File: src/rtl/fixed_to_float_seq.sv
// Signed fixed-point to IEEE-754 single converter with an iterative normaliser.
// Each cycle in NORM the magnitude shifts left one bit until its MSB is set.
module fixed_to_float_seq #(
  parameter int WIDTH = 22,
  parameter int FRAC  = 20
) (
  input  logic             clk,
  input  logic             reset,
  input  logic             clk_en,
  input  logic             start,
  input  logic [WIDTH-1:0] dataa,
  output logic             done,
  output logic [31:0]      result,
  output logic [1:0]       state_dbg
);

  // Handshake: start is sampled only in IDLE on an enabled edge; done pulses for
  // one enabled cycle when result is valid, and result then holds until the next done.
  typedef enum logic [1:0] {
    IDLE = 2'd0,
    NORM = 2'd1,
    DONE = 2'd2
  } state_t;

  localparam logic [8:0] EXP_INIT = 9'(WIDTH - 1 - FRAC + 127);

  state_t           state;
  logic [WIDTH-1:0] mag;
  logic [8:0]       exp_r;
  logic             sign;

  logic [WIDTH-1:0] mag_in;
  logic [22:0]      frac;
  logic             unused_exp_msb;

  // Most negative input negates to 2^(WIDTH-1), which still fits unsigned.
  always_comb begin
    mag_in = dataa[WIDTH-1] ? -dataa : dataa;
  end

  // Hidden bit mag[WIDTH-1] is dropped; the rest is left-aligned in the fraction.
  generate
    if (WIDTH <= 24) begin : g_frac_pad
      always_comb begin
        frac = 23'(mag[WIDTH-2:0]) << (24 - WIDTH);
      end
    end else begin : g_frac_trim
      always_comb begin
        frac = mag[WIDTH-2 -: 23];
      end
    end
  endgenerate

  assign unused_exp_msb = exp_r[8];
  assign state_dbg      = state;

  always_ff @(posedge clk or posedge reset) begin
    if (reset) begin
      state  <= IDLE;
      done   <= 1'b0;
      result <= 32'h0000_0000;
      mag    <= '0;
      exp_r  <= 9'd0;
      sign   <= 1'b0;
    end else if (clk_en) begin
      case (state)
        IDLE: begin
          if (start) begin
            sign  <= dataa[WIDTH-1];
            mag   <= mag_in;
            exp_r <= EXP_INIT;
            if (mag_in == '0) begin
              result <= 32'h0000_0000;
              done   <= 1'b1;
              state  <= DONE;
            end else begin
              state <= NORM;
            end
          end
        end
        NORM: begin
          if (mag[WIDTH-1]) begin
            result <= {sign, exp_r[7:0], frac};
            done   <= 1'b1;
            state  <= DONE;
          end else begin
            mag   <= mag << 1;
            exp_r <= exp_r - 9'd1;
          end
        end
        DONE: begin
          done  <= 1'b0;
          state <= IDLE;
        end
        default: begin
          done  <= 1'b0;
          state <= IDLE;
        end
      endcase
    end
  end

endmodule

File: config.mk
export PLATFORM = sky130hd
export DESIGN_NAME = fixed_to_float_seq
export DESIGN_NICKNAME = d
export VERILOG_FILES = /design/src/rtl/fixed_to_float_seq.sv
export SDC_FILE = /design/constraint.sdc
export NUM_CORES = 1
export LEC_CHECK = 0
export CORE_ASPECT_RATIO = 0.8
export CORE_MARGIN = 2
export CORE_UTILIZATION = 49
export DETAILED_ROUTE_END_ITERATION = 6
export MAX_ROUTING_LAYER = met4
export PLACE_DENSITY = 0.82
export SLEW_MARGIN = 10
export SYNTH_ARGS = -nofsm -noshare
export SYNTH_HDL_FRONTEND = slang
export SYNTH_SLANG_ARGS = --single-unit
File: constraint.sdc
create_clock -name clk -period 2.7 [get_ports clk]
set_input_delay 0.54 -clock clk [delete_from_list [all_inputs] [get_ports clk]]
set_output_delay 0.54 -clock clk [all_outputs]
set_load 0.01 [all_outputs]
==> flow_summary_export.csv, run 1 <==
group,metric,value,unit
detailed_routing,route.vias.total,3793,
finish,area_growth_syn_to_layout,44.71,%
hold_path,hp-class,"input pin to asynchronous set/reset pin",
run_status,status,"complete, but fails checks",
sta,rsz0062_at_grt,"yes",
setup_path,end_kind,"register",
synth,syn-cell-area,3772,sq um
finish,num_antenna_cells,0,
floorplanning,ios,61,
floorplanning,fp.dieW,102.1,um
pwr,seqPwrFrac,37.4,%
pwr,p_per_area,879.9,nW/um^2
sta,hold_viol,0,
pwr,power_frac_comb,43.0,%
clocking,cts_tree,"done",
pwr,p_clk_share,19.5,%
grt,grt_pass1_wl,18200,um
synth,synth_ff_type,"dfrtp_1",
synth,ys_seq_elements,64,
sta,fmax,0.3231,GHz
synth,yosys_warnings,0,
setup_path,timing_worst_setup_path_type,"input pin to register",
finish,drive_gt1_share,26.77,%
sta,fin_hold_ws,0.5175,ns
clocking,clkTransAtPathRegs,0.08,ns
floorplanning,fp-row-count,28,
sta,slew_violations,0,
finish,finalNetCount,547,
placed_design,dpl.hpwl,7044,um
detailed_routing,vias_per_cell,6.040,
detailed_routing,drc,0,
placed_design,io_buffers,58,
setup_path,crit_required,2.93,ns
sta,layout_setup_ws,-0.3950,ns
detailed_routing,drt-total-wl,11720,um
pwr,p_sw_share,37.35,%
setup_path,crit_arrival,3.33,ns
detailed_routing,post_drt_wl_per_cell,18.66,um
pwr,p_switching,1.794,mW
floorplanning,die-area,8421,sq um
synth,synth.distinct_cells,49,
finish,n_fill_cell,498,
placed_design,place.gp.congestion,0.8894,
setup_path,crit_path_frequent_cell,"buf_6",
synth,yosysSeqAreaShare,42.45,%
pwr,intPower,3.010,mW
synth,synth-edff-count,0,
grt,grt_max_degree,45,
setup_path,critPathMaxFanout,8,
pwr,leakagePower,2.308,nW
clocking,cts-root-buf,"clkbuf_8",
setup_path,critPathSlowestCell,"or4_4",
run_status,violations,"setup timing",
grt,grtUsageTotal,29.18,%
clocking,cts_buffers,9,
finish,regArea,1602,sq um
sta,relSlewSlack,57.32,%
clocking,cts_max_path_buffers,2,
sta,fin_skew,0.007829,ns
finish,final_common_cell,"buf_4",
synth,syn_area_per_cell,9.599,sq um
pwr,power,4.804,mW
sta,tightest_slew,0.6395,ns
finish,multiInputGateArea,2068,sq um
floorplanning,die_h,82.48,um
synth,synth-async-reset-ratio,100.0,%
clocking,clock_latency,0.35,ns
setup_path,crit_path_cell_trace,"buf_6 > or4_4 > buf_6 > o41ai_4 > xnor2_2 > nor4_2 > o2111ai_2 > or3_4 > clkbuf_16 > a31o_1",
detailed_routing,drt_pass1_iterations,5,
job,maxCapViolations,0,
detailed_routing,drtAntennaViolNets,0,
grt,overflow,0,
pwr,peakVddDrop,0.6331,mV
sta,period_minus_slack,3.095,ns
clocking,cts_num_sinks,64,
setup_path,critPathMaxStageDelay,0.60,ns
clocking,hold_buffers,0,
clocking,htree_levels,3,
finish,final_cell_mix,"75 x buf_4, 64 x dfrtp_1, 46 x clkdlybuf4s50_1",
grt,grt_pass1_vias,3716,
grt,antenna_found_initial,0,
sta,setup_viol,34,
synth,netlist_instances,393,
sta,fin_crit_sh,114.6,%
detailed_routing,drtIter0Drc,239,
setup_path,cp-start-kind,"input pin",
floorplanning,core-area,7427,sq um
floorplanning,start_util,50.79,%
==> Yosys cell counts (10+ instances only) <==
master    instances  share of area [%]
a21oi_1          11                1.5
a22o_1           31                7.2
a31o_1           30                7.0
a31oi_1          12                2.0
clkbuf_1         23                2.3
dfrtp_1          64                 42
inv_1            12                1.2
nand2_1          34                3.4
nor2_1           25                2.5
o21ai_0          24                3.2
o31ai_1          10                2.0
xnor2_1          16                3.7
xor2_1           10                2.3
==> layout make-up <==
class                   instances  share of cell area [%]
repair buffers                148                   25.14
flip-flops and latches         64                   29.34
inverters                      12                   1.008
clock inverters                 6                   1.696
well taps                     105                   2.407
clock buffers                  10                   2.521
multi-input cells             283                   37.89
==> critical path: cells and delay by family <==
kind	cells	cell delay, ns
buf+inv	3	0.44
xor+xnor	1	0.14
simple gates	3	1.31
compound gates	3	0.89
==> logic make-up (layout without fill, tap and decap cells) <==
family                   after synthesis  in the layout  share of synthesized area [%]
other                                  1              2                        0.09941
flip-flops                            64             64                          42.45
multiplexers                           5              5                          1.360
buffers and inverters                 47            176                          6.500
XOR/XNOR                              26             26                          6.036
adder cells (fa/ha/maj)                3              3                         0.9951
AO/OA/AOI/OAI                        139            139                          27.76
AND/OR/NAND/NOR                      108            108                          14.79
==> timing repair <==
item                                    4_1_cts  5_1_grt
gates cloned                                  1        1
resized for setup                            50       23
setup buffers                                24        5
endpoints found under the setup margin       34       34
pin swaps                                    12       21
==> power by group through the flow <==
stage	combinational, mW	clock [mW]	sequential (mW)
3_5_place_dp	1.95	0	1.79
3_3_place_gp	1.87	0	1.77
4_1_cts	2.02	0.946	1.78
5_1_grt	2.25	0.988	1.85
2_1_floorplan	1.10	0	1.76
6_report	2.07	0.938	1.80
==> registers in the layout (all words and copies together), names as in the netlist <==
name and count:
done 1, exp_r 8, mag 22, result 30
sign 1, state_dbg 2
==> layer usage <==
layer | GRT usage [%] | routed length (um)
met5 | - | 0
met4 | 15.20 | 495
met3 | 7.828 | 746
met2 | 45.07 | 5577
met1 | 35.46 | 4898
==> metrics by stage <==
stage,area [sq um],worst slack (ns),setup TNS [ns],cells,util [%]
2_1_floorplan,3807,-0.3627,-11.27,394,-
6_report,5459,-0.3950,-11.09,628,73.50
5_1_grt,5459,-0.4225,-12.31,628,73.50
4_1_cts,5370,-0.2123,-5.532,625,72.30
3_5_place_dp,4820,-1.001,-33.32,585,64.89
3_3_place_gp,4820,-0.8118,-26.13,585,64.89
==> worst paths after layout <==
path | cells after the start | endpoint | slack [ns] | start
max in group asynchronous | 3 | mag[8] | 1.59 | reset
setup reg to reg | 7 | result[19] | 0.39 | state_dbg[0]
min in group clk | 1 | sign | 0.52 | sign
hold / removal | 2 | result[24] | 0.52 | reset
setup / recovery | 10 | result[19] | -0.40 | dataa[7]
hold reg to reg | 1 | sign | 0.52 | sign
(Power assumes the default switching activity.)
==> run 2, diff against run 1 <==
--- a/config.mk
+++ b/config.mk
@@ -7,10 +7,10 @@
 export LEC_CHECK = 0
 export CORE_ASPECT_RATIO = 0.8
 export CORE_MARGIN = 2
-export CORE_UTILIZATION = 49
+export CORE_UTILIZATION = 45
 export DETAILED_ROUTE_END_ITERATION = 6
 export MAX_ROUTING_LAYER = met4
-export PLACE_DENSITY = 0.82
+export PLACE_DENSITY = 0.77
 export SLEW_MARGIN = 10
 export SYNTH_ARGS = -nofsm -noshare
 export SYNTH_HDL_FRONTEND = slang
==> run 2 against run 1 <==
  * The run still ends with setup timing left
  * Worst hold slack barely moved
  * Non-clock buffer count down 3
  * Sequential power barely moved
  * Power is 2.6% lower
  * Sequential share of layout area rose by 0.32 points
  * Count of clock-buffer cells in the layout fell by 1
==> flow_summary_export.csv, run 2 (same netlist as run 1, synthesis figures left out) <==
group,metric,value,unit
setup_path,crit_path_frequent_cell,"buf_12",
placed_design,place.gp.congestion,0.9194,
run_status,status,"complete, but fails checks",
clocking,cts_buffers,9,
clocking,clkTransAtPathRegs,0.07,ns
detailed_routing,drc,0,
job,maxCapViolations,0,
setup_path,r2r_cells,8,
setup_path,crit_arrival,3.27,ns
finish,final_common_cell,"buf_4",
sta,layout_setup_ws,-0.3291,ns
setup_path,end_kind,"register",
setup_path,critPathMaxStageDelay,0.46,ns
setup_path,path_buf_inv,5,
finish,drive_gt1_share,26.54,%
detailed_routing,vias_per_cell,5.976,
placed_design,postPlaceCellArea,4838,sq um
pwr,leakagePower,2.275,nW
finish,area_growth_syn_to_layout,43.15,%
finish,n_fill_cell,618,
setup_path,cp_num_cells,13,
grt,grt_pass1_wl,18200,um
sta,setup_viol,32,
placed_design,io_buffers,58,
clocking,cts_num_sinks,64,
pwr,peakVddDrop,0.6339,mV
setup_path,crit_start,"dataa[1]",
sta,relSlewSlack,61.73,%
setup_path,cp-start-kind,"input pin",
clocking,clock_latency,0.36,ns
clocking,cts_max_path_buffers,2,
detailed_routing,drtAntennaViolNets,0,
detailed_routing,route.vias.total,3753,
finish,final_cell_count_no_fill,628,
floorplanning,core-area,8019,sq um
finish,final_cell_mix,"76 x buf_4, 64 x dfrtp_1, 46 x clkdlybuf4s50_1",
detailed_routing,drt-total-wl,11230,um
detailed_routing,drtIter0Drc,298,
setup_path,crit_required,2.95,ns
floorplanning,ios,61,
sta,fin_skew,0.008010,ns
sta,slew_violations,0,
sta,hold_viol,0,
floorplanning,die_h,85.90,um
finish,final_cell_area,5400,sq um
floorplanning,fp.dieW,106.4,um
run_status,violations,"setup timing",
setup_path,ff2ff_setup_slack,0.30,ns
clocking,htree_levels,3,
finish,largest_reg_flops,30,
detailed_routing,post_drt_wl_per_cell,17.89,um
setup_path,r2r-end,"result[29]",
finish,finalNetCount,544,
grt,overflow,0,
setup_path,crit_family,"simple AND/OR/NAND/NOR gates",
setup_path,critPathMaxFanout,5,
placed_design,dpl.hpwl,7089,um
finish,reg_top3,"result x30, mag x22, exp_r x8",
floorplanning,fp-row-count,29,
finish,largest-register,"result",
floorplanning,die-area,9136,sq um
floorplanning,start_util,47.04,%
clocking,cts-root-buf,"clkbuf_8",
sta,fin_crit_sh,112.2,%
finish,postLayoutCoreUtil,67.34,%
finish,num_antenna_cells,0,
sta,tightest_slew,0.5735,ns
pwr,p_per_area,866.7,nW/um^2
detailed_routing,drt_pass1_iterations,5,
grt,antenna_found_initial,0,
sta,period_minus_slack,3.029,ns
grt,grt_max_degree,45,
grt,grtUsageTotal,26.13,%
sta,fmax,0.3301,GHz
setup_path,r2r_start,"state_dbg[0]",
sta,rsz0062_at_grt,"yes",
hold_path,hp-class,"register to register",
placed_design,dp.cells,590,
setup_path,crit_path_cell_trace,"buf_8 > inv_4 > ha_4 > or3b_4 > buf_6 > o41ai_4 > xnor2_1 > nor4_2 > o2111ai_2 > or3_4 > buf_12 > buf_12 > a31o_1",
setup_path,timing_worst_setup_path_type,"input pin to register",
grt,grt_pass1_vias,3642,
setup_path,critPathSlowestCell,"or3_4",
clocking,cts_tree,"done",
setup_path,critical_path.endpoint,"result[29]",
==> run 2: cell types whose count changed in the layout (fill, tap and decap cells not counted), moves of 2 or more <==
cell,before,now
clkdlybuf4s15_1,3,1
clkinv_2,0,2
clkinv_4,2,0
buf_2,0,4
a31oi_1,12,10
buf_6,10,5
a31oi_4,0,2
==> run 2: final cells by class <==
cell class              instances  area (sq um)  share of cell area [%]
well taps                     108         135.1                   2.502
repair buffers                145          1336                   24.75
flip-flops and latches         64          1602                   29.66
inverters                      12         52.55                  0.9731
multi-input cells             283          2079                   38.51
clock buffers                   9         123.9                   2.294
clock inverters                 7         71.32                   1.321
==> run 2: metrics by stage <==
step                      hold slack [ns]  setup WS, ns  TNS, ns  total power, mW
after floorplan                    0.4642       -0.3627   -11.27            2.858
after global placement             0.4917       -0.8865   -29.01            3.646
after detailed placement           0.5007        -1.121   -37.24            3.732
after CTS                          0.5202       -0.2477   -6.262            4.615
after global routing               0.5301       -0.3887   -10.85            4.970
final                              0.5172       -0.3291   -8.794            4.680
==> run 2: how the worst min path moves through the flow <==
stage                         from      end  slack, ns  depth (start not counted)
after floorplan            mag[13]  mag[13]       0.46                          2
after global placement      mag[1]   mag[1]       0.49                          2
after detailed placement      sign     sign       0.50                          1
after CTS                     sign     sign       0.52                          1
after global routing      dataa[0]   mag[0]       0.53                          3
final                         sign     sign       0.52                          1
==> run 2: worst register-to-register path, cell delays in order, from the launching register on <==
cell	delay [ns]
dfrtp_1	0.47
inv_1	0.23
nand2_1	0.13
nor4b_4	0.29
o2111ai_2	0.20
or3_4	0.46
buf_12	0.16
buf_12	0.13
a31o_1	0.22
==> run 2: repair_timing <==
action	CTS	global route
cloned	3	0
pin swaps	16	13
setup endpoints to repair	33	34
buffers inserted	15	8
hold buffers	0	0
resized for setup	64	14
==> run 2: where the power goes <==
| part | total (mW) | switching, mW | leakage (nW) | internal [mW] |
|---|---|---|---|---|
| sequential | 1.80 | 0.430 | 0.717 | 1.37 |
| combinational | 2.04 | 0.959 | 1.47 | 1.08 |
| clock | 0.835 | 0.410 | 0.0916 | 0.425 |
==> run 2: metal layers <==
| layer | global-route usage, % | wire length, um | vias up |
|---|---|---|---|
| li1 | - | - | 1709 |
| met1 | 33.25 | 4786 | 1854 |
| met2 | 41.84 | 5458 | 160 |
| met3 | 5.851 | 721 | 30 |
| met4 | 8.254 | 266 | 0 |
| met5 | - | 0 | - |
==> run 3, diff against run 2 <==
==> constraint.sdc (replaced) <==
create_clock -name clk -period 3.7 [get_ports clk]
set_input_delay 0.74 -clock clk [delete_from_list [all_inputs] [get_ports clk]]
set_output_delay 0.74 -clock clk [all_outputs]
set_load 0.01 [all_outputs]
==> run 3 against run 2 <==
  * The flow now finishes without violations
  * Register-to-register slack better by 1.2 ns
  * First-iteration DRC count is 37% lower
  * Via count is 9.4% lower
  * Die area stayed put
  * Global-route usage is 3.7 points lower
  * Combinational power is 32% lower
  * Critical path type unchanged
==> flow_summary_export.csv, run 3 (same netlist as run 1, synthesis figures left out) <==
group,metric,value,unit
hold_path,hold_depth,2,
grt,overflow,0,
clocking,hold_buffers,0,
pwr,p_switching,1.225,mW
clocking,cts_tree,"done",
finish,final_common_cell,"dfrtp_1",
detailed_routing,drtIter0Drc,189,
grt,grtUsageMet1,31.42,%
grt,grtUsageMet3,4.939,%
sta,slew_violations,0,
placed_design,pre_cts_ws,-0.1641,ns
finish,largest_reg_flops,30,
setup_path,critPathMaxFanout,17,
grt,grt_pass1_wl,15910,um
setup_path,crit_arrival,3.75,ns
clocking,clock_latency,0.34,ns
clocking,clkTransAtPathRegs,0.07,ns
floorplanning,die-area,9136,sq um
grt,grt_max_degree,65,
finish,finalNetCount,499,
setup_path,crit_start,"dataa[0]",
clocking,cts_max_path_buffers,2,
job,maxCapViolations,0,
floorplanning,core-area,8019,sq um
pwr,intPower,2.048,mW
grt,busiest_layer,"met2",
sta,relSlewSlack,46.99,%
floorplanning,fp.dieW,106.4,um
pwr,p_sw_share,37.43,%
finish,area_growth_syn_to_layout,28.23,%
detailed_routing,vias_per_cell,5.832,
hold_path,hp-start,"mag[1]",
setup_path,cp-start-kind,"input pin",
setup_path,crit_required,3.93,ns
grt,antenna_found_initial,0,
clocking,cts_num_sinks,64,
hold_path,hp-class,"register to register",
sta,setup_viol,0,
pwr,peakVddDrop,0.3899,mV
setup_path,critPathSlowestCell,"or3b_2",
detailed_routing,drc,0,
detailed_routing,drt_pass1_iterations,4,
placed_design,io_buffers,58,
finish,n_fill_cell,682,
detailed_routing,drt-total-wl,9485,um
setup_path,critPathMaxStageDelay,0.56,ns
finish,largest-register,"result",
clocking,htree_levels,3,
pwr,power_frac_comb,42.4,%
placed_design,dpl.hpwl,6671,um
detailed_routing,route.vias.total,3400,
setup_path,timing_worst_setup_path_type,"input pin to register",
setup_path,crit_path_cell_trace,"clkdlybuf4s50_1 > inv_1 > ha_1 > or3b_2 > o41ai_4 > xnor2_1 > nor4_2 > o2111ai_1 > or3_1 > buf_4 > a31o_1",
pwr,p_per_area,676.7,nW/um^2
pwr,leakagePower,1.960,nW
grt,globalRouteMet2Util,33.62,%
floorplanning,die_h,85.90,um
finish,final_cell_mix,"64 x dfrtp_1, 58 x clkdlybuf4s50_1, 41 x buf_4",
pwr,p_clk_share,17.9,%
floorplanning,start_util,47.04,%
pwr,seqPwrFrac,39.7,%
floorplanning,fp-row-count,29,
grt,grt_pass1_vias,3221,
sta,fin_skew,0.007146,ns
finish,drive_gt1_share,14.53,%
detailed_routing,drtAntennaViolNets,0,
floorplanning,ios,61,
sta,hold_viol,0,
sta,layout_setup_ws,0.1789,ns
sta,tns,0,ns
placed_design,place.gp.congestion,0.9050,
finish,num_antenna_cells,0,
grt,grtUsageTotal,22.42,%
setup_path,r2r_cells,7,
run_status,status,"finished, final reports clean",
detailed_routing,post_drt_wl_per_cell,16.27,um
setup_path,r2r_start,"state_dbg[0]",
setup_path,end_kind,"register",
clocking,cts_buffers,9,
sta,fmax,0.2840,GHz
clocking,cts-root-buf,"clkbuf_8",
sta,tightest_slew,0.7952,ns
sta,fin_crit_sh,95.17,%
sta,period_minus_slack,3.521,ns
finish,reg_top3,"result x30, mag x22, exp_r x8",
==> run 3: changes by cell type in the layout (fill, tap and decap cells not counted), moves of 3 or more <==
| cell | before | now |
|---|---|---|
| xnor2_2 | 3 | 0 |
| xnor2_1 | 13 | 16 |
| buf_12 | 5 | 1 |
| buf_2 | 4 | 0 |
| clkdlybuf4s50_1 | 46 | 58 |
| buf_6 | 5 | 0 |
| buf_4 | 76 | 41 |
| buf_8 | 3 | 0 |
==> run 3: power groups by stage <==
stage          registers (mW)  logic, mW  clock network [mW]
2_1_floorplan            1.29      0.791                   0
3_3_place_gp             1.29       1.34                   0
3_5_place_dp             1.31       1.38                   0
4_1_cts                  1.29       1.39               0.596
5_1_grt                  1.34       1.53               0.632
6_report                 1.30       1.39               0.586
==> run 3: path summary, 6_finish.rpt <==
| kind | slack [ns] | endpoint |
|---|---|---|
| setup / recovery | 0.18 | result[9] |
| hold / removal | 0.50 | mag[1] |
| setup reg to reg | 1.48 | result[9] |
| hold reg to reg | 0.50 | mag[1] |
| max in group asynchronous | 2.23 | result[5] |
| min in group asynchronous | 0.95 | result[24] |
==> run 3: layout make-up <==
cell class | count | area [sq um] | share of cell area, %
multi-input cells | 283 | 1951 | 40.33
flip-flops and latches | 64 | 1602 | 33.11
repair buffers | 100 | 908.4 | 18.78
well taps | 108 | 135.1 | 2.794
clock buffers | 9 | 123.9 | 2.561
clock inverters | 7 | 72.57 | 1.500
inverters | 12 | 45.04 | 0.9312
==> run 3: what timing repair did <==
action	in CTS	in global routing
resized for setup	0	3
endpoints found under the setup margin	0	28
buffers inserted	0	0
==> run 3: metal layers <==
layer	routed length (um)	share of wire, %	vias to the layer above
met2	4341	46	105
met4	116	1.2	0
met3	472	5.0	13
met1	4554	48	1655
met5	0	0	-
li1	-	-	1627
==> run 3: metrics by stage <==
stage | total power [mW] | instance area (sq um) | utilization [%] | hold WS, ns | instances
after floorplan | 2.077 | 3776 | - | 0.4642 | 394
after global placement | 2.630 | 4619 | 57.61 | 0.4937 | 567
after detailed placement | 2.688 | 4619 | 57.61 | 0.4941 | 567
after CTS | 3.283 | 4816 | 60.06 | 0.5134 | 583
after global routing | 3.507 | 4837 | 60.32 | 0.5477 | 583
final | 3.273 | 4837 | 60.32 | 0.5036 | 583
==> run 3: critical path: cells and delay by family <==
kind / cells / cell delay (ns)
compound gates: 3 / 0.71
xor+xnor: 1 / 0.15
fa+ha+maj: 1 / 0.16
buf+inv: 3 / 0.71
simple gates: 3 / 1.27
==> RTL change (settings of run 1) <==
Change the parameter `WIDTH` from 22 to 30.
--- a/src/rtl/fixed_to_float_seq.sv
+++ b/src/rtl/fixed_to_float_seq.sv
@@ -1,7 +1,7 @@
 // Signed fixed-point to IEEE-754 single converter with an iterative normaliser.
 // Each cycle in NORM the magnitude shifts left one bit until its MSB is set.
 module fixed_to_float_seq #(
-  parameter int WIDTH = 22,
+  parameter int WIDTH = 30,
   parameter int FRAC  = 20
 ) (
   input  logic             clk,
Ports: changed (resized dataa); port bits go from 61 to 69. The function was not compared with the original's and may differ.
==> RTL change against run 1 <==
  * The flow still finishes with violations (setup timing)
  * Routed wire length up 46%
  * Maximum frequency is 0.98% higher
  * Total power increased by 23%
  * Combinational power rose by 25%
  * Die area rose by 22%
  * Synthesized area rose by 23%
  * Setup slack better by 0.030 ns
  * Design area up 34%
  * Sequential cell count increased by 10
  * Core utilization up 6.8 points
  * First-iteration DRC count increased by 120%
  * Largest cell class unchanged
==> RTL change: results (changes against run 1) <==
* Arr. time, crit path at 3.30 ns (-0.03 ns)
* Complex-gate fraction of the synthesized area at 24.1% (-3.7 points)
* # port buffers at 68 (+17%)
* Failing checks: setup timing
* First-pass GRT wire length at 25.8 mm (+42%)
* Fillers at 507 (+1.8%)
* Clock root buffer: clkbuf_16
* Yosys warns at 0 (unchanged)
* Largest net degree at the start of global routing at 56 (+24%)
* Gpl congestion at 0.902 (+1.4%)
* Slowest stage delay, CP at 0.41 ns (-0.19 ns)
* Total track usage at 32.6% (+3.5 points)
* Synth area leaders: dfrtp_1 (40%), nand2_1 (8.0%), o21ai_2 (4.2%)
* Status: finished with violations
* Leak pwr at 3.29 nW (+43%)
* Asr flop ratio synth at 100% (unchanged)
* Worst IR Drop VDD at 0.551 mV (-13%)
* Number of global-route vias before repair at 5103 (+37%)
* Syn Nets at 578
* Initial antenna violation count at 0 (unchanged)
* H-tree levels at 3 (unchanged)
* Worst-path clk slew at 0.06 ns (-0.02 ns)
* Share of cells above drive strength 1 at 36.8% (+10 points)
* Netlist cell types at 64 (+31%)
* Biggest regs: result (32), mag (30), exp_r (8)
* Final net count at 772 (+41%)
* XOR/XNOR share of the synthesized area at 5.30% (-0.74 points)
* DP Wirelength at 9.79 mm (+39%)
* Min Hold Slack at 0.483 ns (-0.0343 ns)
* DRT iter0 DRCs at 526 (+120%)
* Synth top cells by count: nand2_1 (99), dfrtp_1 (74), o21ai_0 (34), clkbuf_1 (30), nor2_1 (29)
* Tightest Hold Check Type: reg2reg
* Via count at 5283 (+39%)
* CTS Buf Count at 9 (unchanged)
* Seq/Total Area, Yosys at 40.0% (-2.5 points)
* Worst slew margin at 47.5% (-9.8 points)
* WL/cell at 20.0 um (+7.5%)
* Drt first pass iters at 5 (unchanged)
* Max FO, Critical Path at 8 (unchanged)
* CTS Buffer Depth at 2 (unchanged)
* Clock Skews at 0.00774 ns (-0.0000930 ns)
* Post-Place Cells at 779 (+33%)
* Post-synthesis mux area share at 0.216% (-1.1 points)
* Commonest register cell after synthesis: dfrtp_1
* Synth Area in Adders at 0.811% (-0.18 points)
* Drt total wl at 17.1 mm (+46%)
* Final setup violation count at 35 (+2.9%)
* Slack of the critical path at -0.365 ns (+0.0299 ns)
* Cells after synthesis at 541 (+38%)
* Slowest CP cell: or3b_4
## RTL change: cell types whose count changed after synthesis, moves of 10 or more
cell,delta
dfrtp_1,+10
a31o_1,-30
o21ai_0,+10
nor3_1,+14
nand2_1,+65
a21oi_1,+10
o21ai_2,+22
a22o_1,-30
## RTL change: what timing repair did
item	CTS	global route
gates resized for setup	105	40
setup endpoints to repair	48	40
setup buffers	52	15
pin swaps	36	25
gates cloned	3	0
## RTL change: layout make-up
class / instances / area share, %
Inverter: 17 / 0.940
Sequential cell: 74 / 25.3
Tap cell: 115 / 1.97
Clock inverter: 4 / 1.03
Clock buffer: 11 / 3.45
Multi-Input combinational cell: 408 / 39.5
Timing Repair Buffer: 225 / 27.8
## RTL change: per-stage QoR
| step | util, % | instance area, um^2 | setup slack, ns | TNS [ns] |
|---|---|---|---|---|
| CTS | 78.3 | 7140 | -0.275 | -8.47 |
| global route | 80.3 | 7320 | -0.467 | -14.37 |
| finish | 80.3 | 7320 | -0.365 | -11.05 |
| detailed placement | 66.5 | 6060 | -1.15 | -46.55 |
| global placement | 66.5 | 6060 | -1.14 | -46.12 |
| floorplan | - | 4700 | -0.480 | -15.20 |
## RTL change: critical path: cells and delay by family
family / cells / cell delay [ns]
buf+inv: 7 / 1.08
simple gates: 6 / 1.61
compound gates: 1 / 0.06
## RTL change: report_power, final
part           leakage (nW)  switching [mW]  internal [mW]
logic                  2.20            1.42           1.17
registers             0.937           0.428           1.59
clock network         0.154           0.465          0.854
## RTL change: final timing paths
path | slack (ns) | endpoint | cells after the start | from
worst max-delay path | -0.37 | result[4] | 14 | dataa[2]
worst min-delay path | 0.48 | mag[0] | 2 | mag[0]
worst max register to register | 0.57 | result[6] | 6 | mag[29]
worst min register to register | 0.48 | mag[0] | 2 | mag[0]
min in group asynchronous | 0.52 | result[17] | 2 | reset
max in group asynchronous | 1.55 | mag[3] | 3 | reset
## RTL change: logic make-up after synthesis
| kind of cell | Yosys count |
|---|---|
| fa+ha+maj | 3 |
| compound gates | 153 |
| flops | 74 |
| simple gates | 223 |
| mux | 1 |
| xor+xnor | 28 |
| buf+inv | 59 |
## RTL change: per-layer routing
metal / GRT usage (%) / share of wire, % / up-vias
met5: - / 0 / -
met4: 10.9 / 4.1 / 0
met3: 6.41 / 7.9 / 76
met2: 52.4 / 48 / 318
met1: 41.8 / 40 / 2563
li1: - / - / 2326
